File: src/rtl/control_pkg.sv
// Shared types and encodings for the multi-cycle RV32 control FSM.
// The ALU-control decoder imports the same ALU_Op and funct constants.
package control_pkg;

    localparam int unsigned INSTR_W = 32;
    localparam int unsigned FUNCT_W = 4;

    typedef enum logic [3:0] {
        S_IDLE      = 4'd0,
        S_FETCH     = 4'd1,
        S_DECODE    = 4'd2,
        S_EXEC_R    = 4'd3,
        S_WB_R      = 4'd4,
        S_MEM_ADDR  = 4'd5,
        S_MEM_READ  = 4'd6,
        S_WB_LOAD   = 4'd7,
        S_MEM_WRITE = 4'd8,
        S_BRANCH    = 4'd9,
        S_TRAP      = 4'd10
    } state_t;

    localparam logic [6:0] OP_R      = 7'b0110011;
    localparam logic [6:0] OP_LOAD   = 7'b0000011;
    localparam logic [6:0] OP_STORE  = 7'b0100011;
    localparam logic [6:0] OP_BRANCH = 7'b1100011;

    localparam logic [2:0] F3_WORD = 3'b010;
    localparam logic [2:0] F3_BEQ  = 3'b000;

    localparam logic [1:0] ALUOP_ADD   = 2'b00;
    localparam logic [1:0] ALUOP_SUB   = 2'b01;
    localparam logic [1:0] ALUOP_RTYPE = 2'b10;

    localparam logic [1:0] SRCB_RS2  = 2'b00;
    localparam logic [1:0] SRCB_FOUR = 2'b01;
    localparam logic [1:0] SRCB_IMM  = 2'b10;

    localparam logic [FUNCT_W-1:0] FUNCT_ADD = 4'b0000;
    localparam logic [FUNCT_W-1:0] FUNCT_SUB = 4'b1000;
    localparam logic [FUNCT_W-1:0] FUNCT_AND = 4'b0111;
    localparam logic [FUNCT_W-1:0] FUNCT_OR  = 4'b0110;

    typedef struct packed {
        logic               mem_req;
        logic               mem_we;
        logic               i_or_d;
        logic               pc_write_cond;
        logic               pc_source;
        logic               alu_src_a;
        logic [1:0]         alu_src_b;
        logic [1:0]         alu_op;
        logic [FUNCT_W-1:0] funct_field;
        logic               reg_write;
        logic               mem_to_reg;
        logic               illegal;
    } ctrl_t;

    function automatic logic funct_legal(input logic [FUNCT_W-1:0] f);
        return (f == FUNCT_ADD) || (f == FUNCT_SUB) || (f == FUNCT_AND) || (f == FUNCT_OR);
    endfunction

    // Opcode dispatch out of DECODE.
    function automatic state_t decode_next(input logic [INSTR_W-1:0] ins);
        state_t nxt;
        nxt = S_TRAP;
        if (ins[6:0] == OP_R)                                nxt = S_EXEC_R;
        else if (ins[6:0] == OP_LOAD   && ins[14:12] == F3_WORD) nxt = S_MEM_ADDR;
        else if (ins[6:0] == OP_STORE  && ins[14:12] == F3_WORD) nxt = S_MEM_ADDR;
        else if (ins[6:0] == OP_BRANCH && ins[14:12] == F3_BEQ)  nxt = S_BRANCH;
        return nxt;
    endfunction

    // State-only control word; handshake-gated strobes are produced separately.
    function automatic ctrl_t moore_ctrl(input state_t s, input logic [INSTR_W-1:0] ins);
        ctrl_t c;
        c = '0;
        case (s)
            S_FETCH: begin
                c.mem_req   = 1'b1;
                c.alu_src_b = SRCB_FOUR;
                c.alu_op    = ALUOP_ADD;
            end
            S_DECODE: begin
                c.alu_src_b = SRCB_IMM;
                c.alu_op    = ALUOP_ADD;
            end
            S_EXEC_R: begin
                c.alu_src_a   = 1'b1;
                c.alu_src_b   = SRCB_RS2;
                c.alu_op      = ALUOP_RTYPE;
                c.funct_field = {ins[30], ins[14:12]};
            end
            S_WB_R: c.reg_write = 1'b1;
            S_MEM_ADDR: begin
                c.alu_src_a = 1'b1;
                c.alu_src_b = SRCB_IMM;
                c.alu_op    = ALUOP_ADD;
            end
            S_MEM_READ: begin
                c.mem_req = 1'b1;
                c.i_or_d  = 1'b1;
            end
            S_WB_LOAD: begin
                c.reg_write  = 1'b1;
                c.mem_to_reg = 1'b1;
            end
            S_MEM_WRITE: begin
                c.mem_req = 1'b1;
                c.mem_we  = 1'b1;
                c.i_or_d  = 1'b1;
            end
            S_BRANCH: begin
                c.alu_src_a     = 1'b1;
                c.alu_src_b     = SRCB_RS2;
                c.alu_op        = ALUOP_SUB;
                c.pc_write_cond = 1'b1;
                c.pc_source     = 1'b1;
            end
            S_TRAP:  c.illegal = 1'b1;
            default: c = '0;
        endcase
        return c;
    endfunction

endpackage

File: src/rtl/multicycle_control_if.sv
// Control-to-datapath bundle: IR/flag inputs, memory handshake, strobes and selects.
interface multicycle_control_if #(
    parameter int unsigned CNT_W = 32
);
    logic [31:0]      instr;
    logic             zero;
    logic             mem_ready;
    logic             mem_req;
    logic             mem_we;
    logic             i_or_d;
    logic             ir_write;
    logic             mdr_write;
    logic             pc_write;
    logic             pc_write_cond;
    logic             pc_source;
    logic             alu_src_a;
    logic [1:0]       alu_src_b;
    logic [1:0]       ALU_Op;
    logic [3:0]       funct_field;
    logic             reg_write;
    logic             mem_to_reg;
    logic             illegal;
    logic [CNT_W-1:0] retired;

    modport master (
        input  instr, zero, mem_ready,
        output mem_req, mem_we, i_or_d, ir_write, mdr_write, pc_write, pc_write_cond,
               pc_source, alu_src_a, alu_src_b, ALU_Op, funct_field, reg_write,
               mem_to_reg, illegal, retired
    );

    modport slave (
        output instr, zero, mem_ready,
        input  mem_req, mem_we, i_or_d, ir_write, mdr_write, pc_write, pc_write_cond,
               pc_source, alu_src_a, alu_src_b, ALU_Op, funct_field, reg_write,
               mem_to_reg, illegal, retired
    );
endinterface

File: src/rtl/multicycle_control.sv
// Main control FSM of the multi-cycle RV32 datapath: fetch/decode/execute/memory/writeback
// sequencing, memory req/ready handshake and retired-instruction counter.
module multicycle_control
    import control_pkg::*;
#(
    parameter int unsigned CNT_W = 32
) (
    input  logic                 clk,
    input  logic                 reset_n,
    multicycle_control_if.master bus
);

    state_t           state_q, state_d;
    ctrl_t            ctrl_q, ctrl_d;
    logic [CNT_W-1:0] retired_q, retired_d;
    logic             fetch_done, read_done;

    // Zero is qualified in the datapath; only opcode/funct bits steer control.
    logic unused_inputs;
    assign unused_inputs = ^{bus.zero, bus.instr[31], bus.instr[29:15], bus.instr[11:7]};

    always_ff @(posedge clk or negedge reset_n) begin
        if (!reset_n) begin
            state_q   <= S_IDLE;
            ctrl_q    <= '0;
            retired_q <= '0;
        end else begin
            state_q   <= state_d;
            ctrl_q    <= ctrl_d;
            retired_q <= retired_d;
        end
    end

    // Next state; outputs are registered from the state being entered.
    always_comb begin
        state_d   = state_q;
        retired_d = retired_q;
        case (state_q)
            S_IDLE:      state_d = S_FETCH;
            S_FETCH:     if (bus.mem_ready) state_d = S_DECODE;
            S_DECODE:    state_d = decode_next(bus.instr);
            S_EXEC_R:    state_d = funct_legal({bus.instr[30], bus.instr[14:12]}) ? S_WB_R : S_TRAP;
            S_WB_R:      state_d = S_FETCH;
            S_MEM_ADDR:  state_d = (bus.instr[6:0] == OP_LOAD) ? S_MEM_READ : S_MEM_WRITE;
            S_MEM_READ:  if (bus.mem_ready) state_d = S_WB_LOAD;
            S_WB_LOAD:   state_d = S_FETCH;
            S_MEM_WRITE: if (bus.mem_ready) state_d = S_FETCH;
            S_BRANCH:    state_d = S_FETCH;
            S_TRAP:      state_d = S_TRAP;
            default:     state_d = S_TRAP;
        endcase
        ctrl_d = moore_ctrl(state_d, bus.instr);
        if (state_d == S_FETCH &&
            (state_q == S_WB_R || state_q == S_WB_LOAD ||
             state_q == S_MEM_WRITE || state_q == S_BRANCH)) begin
            retired_d = retired_q + CNT_W'(1);
        end
    end

    assign fetch_done = (state_q == S_FETCH) && bus.mem_ready;
    assign read_done  = (state_q == S_MEM_READ) && bus.mem_ready;

    assign bus.mem_req       = ctrl_q.mem_req;
    assign bus.mem_we        = ctrl_q.mem_we;
    assign bus.i_or_d        = ctrl_q.i_or_d;
    assign bus.ir_write      = fetch_done;
    assign bus.pc_write      = fetch_done;
    assign bus.mdr_write     = read_done;
    assign bus.pc_write_cond = ctrl_q.pc_write_cond;
    assign bus.pc_source     = ctrl_q.pc_source;
    assign bus.alu_src_a     = ctrl_q.alu_src_a;
    assign bus.alu_src_b     = ctrl_q.alu_src_b;
    assign bus.ALU_Op        = ctrl_q.alu_op;
    assign bus.funct_field   = ctrl_q.funct_field;
    assign bus.reg_write     = ctrl_q.reg_write;
    assign bus.mem_to_reg    = ctrl_q.mem_to_reg;
    assign bus.illegal       = ctrl_q.illegal;
    assign bus.retired       = retired_q;

endmodule

File: src/flat_wrapper.sv
// flat-port wrapper written by rule: the top's interface ports become plain ports
module multicycle_control_flat import control_pkg::*;
#(
    parameter int unsigned CNT_W = 32
)
  (clk, reset_n, bus_instr, bus_zero, bus_mem_ready, bus_mem_req, bus_mem_we, bus_i_or_d, bus_ir_write, bus_mdr_write, bus_pc_write, bus_pc_write_cond, bus_pc_source, bus_alu_src_a, bus_alu_src_b, bus_ALU_Op, bus_funct_field, bus_reg_write, bus_mem_to_reg, bus_illegal, bus_retired);
  multicycle_control_if #(.CNT_W(CNT_W)) bus_i ();
  input  logic clk;
  input  logic reset_n;
  input wire logic [$bits(bus_i.instr)-1:0] bus_instr;
  input wire logic [$bits(bus_i.zero)-1:0] bus_zero;
  input wire logic [$bits(bus_i.mem_ready)-1:0] bus_mem_ready;
  output wire logic [$bits(bus_i.mem_req)-1:0] bus_mem_req;
  output wire logic [$bits(bus_i.mem_we)-1:0] bus_mem_we;
  output wire logic [$bits(bus_i.i_or_d)-1:0] bus_i_or_d;
  output wire logic [$bits(bus_i.ir_write)-1:0] bus_ir_write;
  output wire logic [$bits(bus_i.mdr_write)-1:0] bus_mdr_write;
  output wire logic [$bits(bus_i.pc_write)-1:0] bus_pc_write;
  output wire logic [$bits(bus_i.pc_write_cond)-1:0] bus_pc_write_cond;
  output wire logic [$bits(bus_i.pc_source)-1:0] bus_pc_source;
  output wire logic [$bits(bus_i.alu_src_a)-1:0] bus_alu_src_a;
  output wire logic [$bits(bus_i.alu_src_b)-1:0] bus_alu_src_b;
  output wire logic [$bits(bus_i.ALU_Op)-1:0] bus_ALU_Op;
  output wire logic [$bits(bus_i.funct_field)-1:0] bus_funct_field;
  output wire logic [$bits(bus_i.reg_write)-1:0] bus_reg_write;
  output wire logic [$bits(bus_i.mem_to_reg)-1:0] bus_mem_to_reg;
  output wire logic [$bits(bus_i.illegal)-1:0] bus_illegal;
  output wire logic [$bits(bus_i.retired)-1:0] bus_retired;
  assign bus_i.instr = bus_instr;
  assign bus_i.zero = bus_zero;
  assign bus_i.mem_ready = bus_mem_ready;
  assign bus_mem_req = bus_i.mem_req;
  assign bus_mem_we = bus_i.mem_we;
  assign bus_i_or_d = bus_i.i_or_d;
  assign bus_ir_write = bus_i.ir_write;
  assign bus_mdr_write = bus_i.mdr_write;
  assign bus_pc_write = bus_i.pc_write;
  assign bus_pc_write_cond = bus_i.pc_write_cond;
  assign bus_pc_source = bus_i.pc_source;
  assign bus_alu_src_a = bus_i.alu_src_a;
  assign bus_alu_src_b = bus_i.alu_src_b;
  assign bus_ALU_Op = bus_i.ALU_Op;
  assign bus_funct_field = bus_i.funct_field;
  assign bus_reg_write = bus_i.reg_write;
  assign bus_mem_to_reg = bus_i.mem_to_reg;
  assign bus_illegal = bus_i.illegal;
  assign bus_retired = bus_i.retired;
  multicycle_control #(.CNT_W(CNT_W)) u_core (.clk(clk), .reset_n(reset_n), .bus(bus_i));
endmodule
File: config.mk
export PLATFORM = sky130hd
export DESIGN_NAME = multicycle_control_flat
export DESIGN_NICKNAME = d
export VERILOG_FILES = /design/src/rtl/control_pkg.sv /design/src/rtl/multicycle_control_if.sv /design/src/rtl/multicycle_control.sv /design/src/flat_wrapper.sv
export SDC_FILE = /design/constraint.sdc
export NUM_CORES = 1
export LEC_CHECK = 0
export ABC_AREA = 1
export CAP_MARGIN = 10
export CELL_PAD_IN_SITES_DETAIL_PLACEMENT = 0
export CELL_PAD_IN_SITES_GLOBAL_PLACEMENT = 1
export CORE_MARGIN = 10
export CORE_UTILIZATION = 31
export CTS_CLUSTER_DIAMETER = 80
export DETAILED_ROUTE_END_ITERATION = 7
export HOLD_SLACK_MARGIN = 0.15
export PLACE_DENSITY = 0.88
export SLEW_MARGIN = 30
export SYNTH_ARGS = -nofsm -noshare
export SYNTH_HDL_FRONTEND = slang
export SYNTH_SLANG_ARGS = --single-unit
File: constraint.sdc
create_clock -name clk -period 1.4 [get_ports clk]
set_input_delay 0.35 -clock clk [delete_from_list [all_inputs] [get_ports clk]]
set_output_delay 0.35 -clock clk [all_outputs]
set_load 0.05 [all_outputs]
==> reports/metrics.cfg, run 1 <==
[synth]
syn_inst = 406
syn_avg_cell_area_um2 = 7.50
syn_area_mm2 = 0.00305
synth-seq-cells = 52
seq_area_frac_synth_pct = 42.7
syn_nets = 443
synthDistinctLibCells = 27
ys_warn_count = 0

[drt]
drtIter0Drc = 201
ant_nets = 0
wl_per_cell_um = 14.5
routed_wirelength_um = 10500
drc_errors = 0
first_pass_iters = 6
vias = 3282
viasPerCell = 4.51

[sta]
period_share_pct = 132
fin_ws_ns = -0.449
setup_viol = 55
skew_ns = 0.00815
fmaxAchievable_ghz = 0.541
slew_viol_final = 0
hold_viol = 0
hold_slack_ns = 0.353
min_period_ns = 1.85
rsz0062_at_grt = true
tightest_slew_ns = 0.384
slew_headroom_pct = 74.2

[power]
power_leakage_uw = 0.00284
total_power_uw = 8550
ir_drop_mv = 0.904
power_density_mw_per_mm2 = 1440

[flow_run]
maxCapViolCount = 0

[global_routing]
grt_pass1_vias = 3417
grt_usage_pct = 14.0
grt_max_degree = 53
overflow = 0
grt_pass1_wl_um = 16500
antenna_found_initial = 0

[placed_design]
place_area_mm2 = 0.00507
routabilityCongestion = 0.854
hpwl_um = 7170
io_buffers = 65

[critical_path]
rr_worst_depth = 11
crit_arrival_ns = 1.50
critPathMaxFanout = 3
required_ns = 1.05
cp-start-kind = register
rrSetupSlack_ns = -0.43
r2r-end = u_core.bus.retired[31]
path_class = reg -> out
worstSetupEndpointType = output port
r2r_start = u_core.state_q[3]

[die]
ios = 88
rows = 36
start_util_pct = 31.5
core_region_area_mm2 = 0.00968
dieArea_mm2 = 0.0142
die_h_um = 119
die_width_um = 119

[worst_hold_path]
hp-start = bus_instr[14]
worst_hold_path.endpoint = u_core.bus.funct_field[2]
min_delay_path_depth = 3
holdCritPathClass = in -> reg

[finish]
n_fill_cell = 771
drive_above_1_share_pct = 52.0
final_cell_mix = nand2_1 (106), buf_4 (82), buf_12 (56)
diodes = 0
final_common_cell = nand2_1
largest_reg_flops = 32
syn_to_final_growth_pct = 95.3
final_cell_area_mm2 = 0.00595
fin_nets = 630

[clock_tree]
cts_buffer_depth = 2
cts.clk_slew.worst_paths_ns = 0.10
clk_latency_ns = 0.31
cts_buffers = 5
cts.sinks = 52
cts_root_buf = clkbuf_8
cts_tree = done
cts.htree.levels = 2

[outcome]
outcome = finished with violations
violations = setup timing

power breakdown:
group	internal (uW)	switching, uW	total [uW]
registers	1750	300	2050
clock network	404	521	924
logic	2750	2820	5570
synth_stat cells (all sizes together):
master | n | area share (%)
nor3b | 1 | 0.41
xnor2 | 10 | 3.9
dfrtp | 52 | 43
nand4 | 7 | 1.4
nand3 | 22 | 4.6
a21oi | 1 | 0.16
buf | 5 | 1.5
ha | 1 | 0.41
o21ai | 5 | 0.82
nand2 | 138 | 18
nand3b | 3 | 0.74
inv | 55 | 6.8
xor2 | 16 | 4.6
nor4 | 1 | 0.21
o211ai | 1 | 0.25
nor3 | 13 | 2.1
nor2 | 75 | 11
worst max path at each step:
stage	startpoint	end	cells after the start
after global placement	bus_instr[1]	u_core.bus.mem_req	10
after global routing	u_core.state_q[3]	u_core.bus.retired[31]	11
final	u_core.state_q[3]	bus_pc_write	7
after floorplan	u_core.bus.retired[0]	u_core.bus.retired[22]	7
after detailed placement	bus_instr[1]	u_core.bus.funct_field[2]	9
after CTS	u_core.state_q[3]	bus_pc_write	7
final cells by class:
type	count	area (um^2)	share of cell area, %
clock buffer	7	86.3	1.45
clock inverter	1	7.51	0.126
inverter	55	213	3.57
multi-input combinational	295	1870	31.4
sequential	52	1340	22.5
tap	133	166	2.80
timing repair buffer	184	2270	38.2
worst max-delay path: stages, from the launching register on:
cell	delay, ns
dfrtp_1	0.43
nor2_2	0.15
inv_2	0.06
nor2_4	0.12
buf_6	0.11
nand2_4	0.04
clkinvlp_4	0.13
buf_12	0.15
per-layer routing:
metal	wire, um	global-route usage (%)
met5	0	0
met1	4040	15.3
met3	815	5.29
met4	183	3.74
met2	5490	24.9
kinds of logic after synthesis:
family | count (synthesis) | synth area share (%)
simple gates | 260 | 38.9
buf+inv | 60 | 8.25
flops | 52 | 42.7
xor+xnor | 26 | 8.46
compound gates | 7 | 1.23
fa+ha+maj | 1 | 0.411
through the flow:
| stage | util (%) | instances | setup slack, ns | setup TNS (ns) |
|---|---|---|---|---|
| floorplan | - | 406 | -0.276 | -2.59 |
| global placement | 52.4 | 676 | -0.428 | -19.08 |
| detailed placement | 52.4 | 676 | -0.577 | -21.45 |
| CTS | 58.5 | 714 | -0.425 | -14.34 |
| global route | 61.4 | 727 | -0.536 | -20.47 |
| finish | 61.4 | 727 | -0.449 | -16.10 |
repair_timing:
item / 4_1_cts / 5_1_grt
endpoints found under the setup margin: 60 / 77
pin swaps: 16 / 5
resized for setup: 52 / 53
cloned: 3 / 0
hold endpoints to repair: 52 / 0
setup buffers: 27 / 20
hold buffers: 1 / 0
(Power assumes the default switching activity.)
==> run 2, diff against run 1 <==
CORE_ASPECT_RATIO = 0.7   (was unset)
==> run 2 against run 1 <==
The run still ends with setup timing left. Die area is 0.45% higher. Count of clock-buffer cells in the layout decreased by 2. Setup slack gained 0.023 ns. First-iteration DRC count down 13%. Critical path type unchanged. Highest routed layer unchanged.
==> reports/metrics.cfg, run 2 (same netlist as run 1, synthesis figures left out) <==
[critical_path]
path_class = reg -> out
required_ns = 1.05
cp-start-kind = register
worstSetupEndpointType = output port
crit_arrival_ns = 1.48
critPathMaxFanout = 4

[drt]
wl_per_cell_um = 13.8
drtIter0Drc = 175
routed_wirelength_um = 9930
drc_errors = 0
ant_nets = 0
vias = 3165
viasPerCell = 4.41
first_pass_iters = 4

[sta]
fin_ws_ns = -0.425
rsz0062_at_grt = true
setup_viol = 55
hold_slack_ns = 0.443
period_share_pct = 130
tightest_slew_ns = 0.377
fmaxAchievable_ghz = 0.548
skew_ns = 0.0107
slew_headroom_pct = 74.6
setup_tns_ns = -13.67
slew_viol_final = 0
min_period_ns = 1.83
hold_viol = 0

[finish]
final_util_pct = 61.7
largest_reg_flops = 32
fin_cells = 718
n_fill_cell = 763
ff_latch_area_mm2 = 0.00134
drive_above_1_share_pct = 51.0
syn_to_final_growth_pct = 95.2
fin_nets = 626
diodes = 0
final_common_cell = nand2_1
multi_input_area_mm2 = 0.00189
final_cell_mix = nand2_1 (111), buf_4 (87), buf_12 (56)

[global_routing]
grt_pass1_wl_um = 16100
grt_max_degree = 53
antenna_found_initial = 0
grt_pass1_vias = 3215
grt_usage_pct = 13.9
overflow = 0

[placed_design]
routabilityCongestion = 0.888
dp_cells = 683
hpwl_um = 7260
io_buffers = 65

[die]
die_width_um = 138
ios = 88
start_util_pct = 31.6
rows = 30
dieArea_mm2 = 0.0143
core_region_area_mm2 = 0.00965
die_h_um = 103

[outcome]
outcome = finished with violations
violations = setup timing

[clock_tree]
cts_root_buf = clkbuf_16
cts_tree = done
cts_buffer_depth = 2
cts.htree.levels = 2
clk_latency_ns = 0.30
cts_buffers = 5
cts.sinks = 52
cts.clk_slew.worst_paths_ns = 0.07

[power]
ir_drop_mv = 1.27
power_density_mw_per_mm2 = 1440
power_leakage_uw = 0.00290

[flow_run]
maxCapViolCount = 0

[worst_hold_path]
holdCritPathClass = in -> reg

==> run 2: worst paths after layout <==
kind | from | endpoint | slack (ns) | cells after the start
worst max register to register | u_core.state_q[1] | u_core.bus.mem_req | -0.37 | 12
min in group asynchronous | reset_n | u_core.bus.retired[24] | 0.57 | 3
worst min-delay path | bus_instr[12] | u_core.bus.funct_field[0] | 0.44 | 3
worst min register to register | u_core.bus.retired[19] | u_core.bus.retired[19] | 0.56 | 2
worst max-delay path | u_core.state_q[1] | bus_mdr_write | -0.43 | 6
max in group asynchronous | reset_n | u_core.bus.retired[2] | 0.57 | 3
==> run 2: power by group <==
group / internal [uW] / leakage, uW / switching [uW] / total (uW)
clock: 841 / 0.0000798 / 570 / 1410
sequential: 1760 / 0.000647 / 255 / 2010
combinational: 2390 / 0.00217 / 2740 / 5130
==> run 2: worst max-delay path, stage by stage, from the launching register on <==
cell and delay [ns]:
dfrtp_1 0.42, inv_2 0.08, nor2_1 0.17, nand2_1 0.12, buf_4 0.16, nor2_4 0.09, buf_12 0.14
==> run 2: per-stage QoR <==
stage               total power, uW  setup WS, ns  area [um^2]
floorplan                      4010        -0.276         3190
global placement               5810        -0.492         5170
detailed placement             5890        -0.555         5170
CTS                            8300        -0.405         5780
global route                   8980        -0.475         5950
finish                         8550        -0.425         5950
==> run 2: final cells by class <==
class	count	share of cell area (%)
inverter	55	3.62
timing repair buffer	180	36.6
clock inverter	3	0.715
multi-input combinational	295	31.8
tap	128	2.69
sequential	52	22.5
clock buffer	5	2.10
==> run 2: metal layers <==
layer / track usage (%) / up-vias / wire [um] / share of wire [%]
met5: 0 / - / 0 / 0
met4: 4.12 / 0 / 116 / 1.2
met3: 2.99 / 9 / 508 / 5.1
met2: 22.7 / 78 / 4760 / 48
met1: 18.1 / 1471 / 4550 / 46
li1: - / 1607 / - / -
==> run 2: what timing repair did <==
item	CTS	global route
setup buffers	19	10
pin swaps	24	11
endpoints found under the setup margin	58	64
hold endpoints to repair	52	0
hold buffers	1	0
gates cloned	1	0
gates resized for setup	72	32
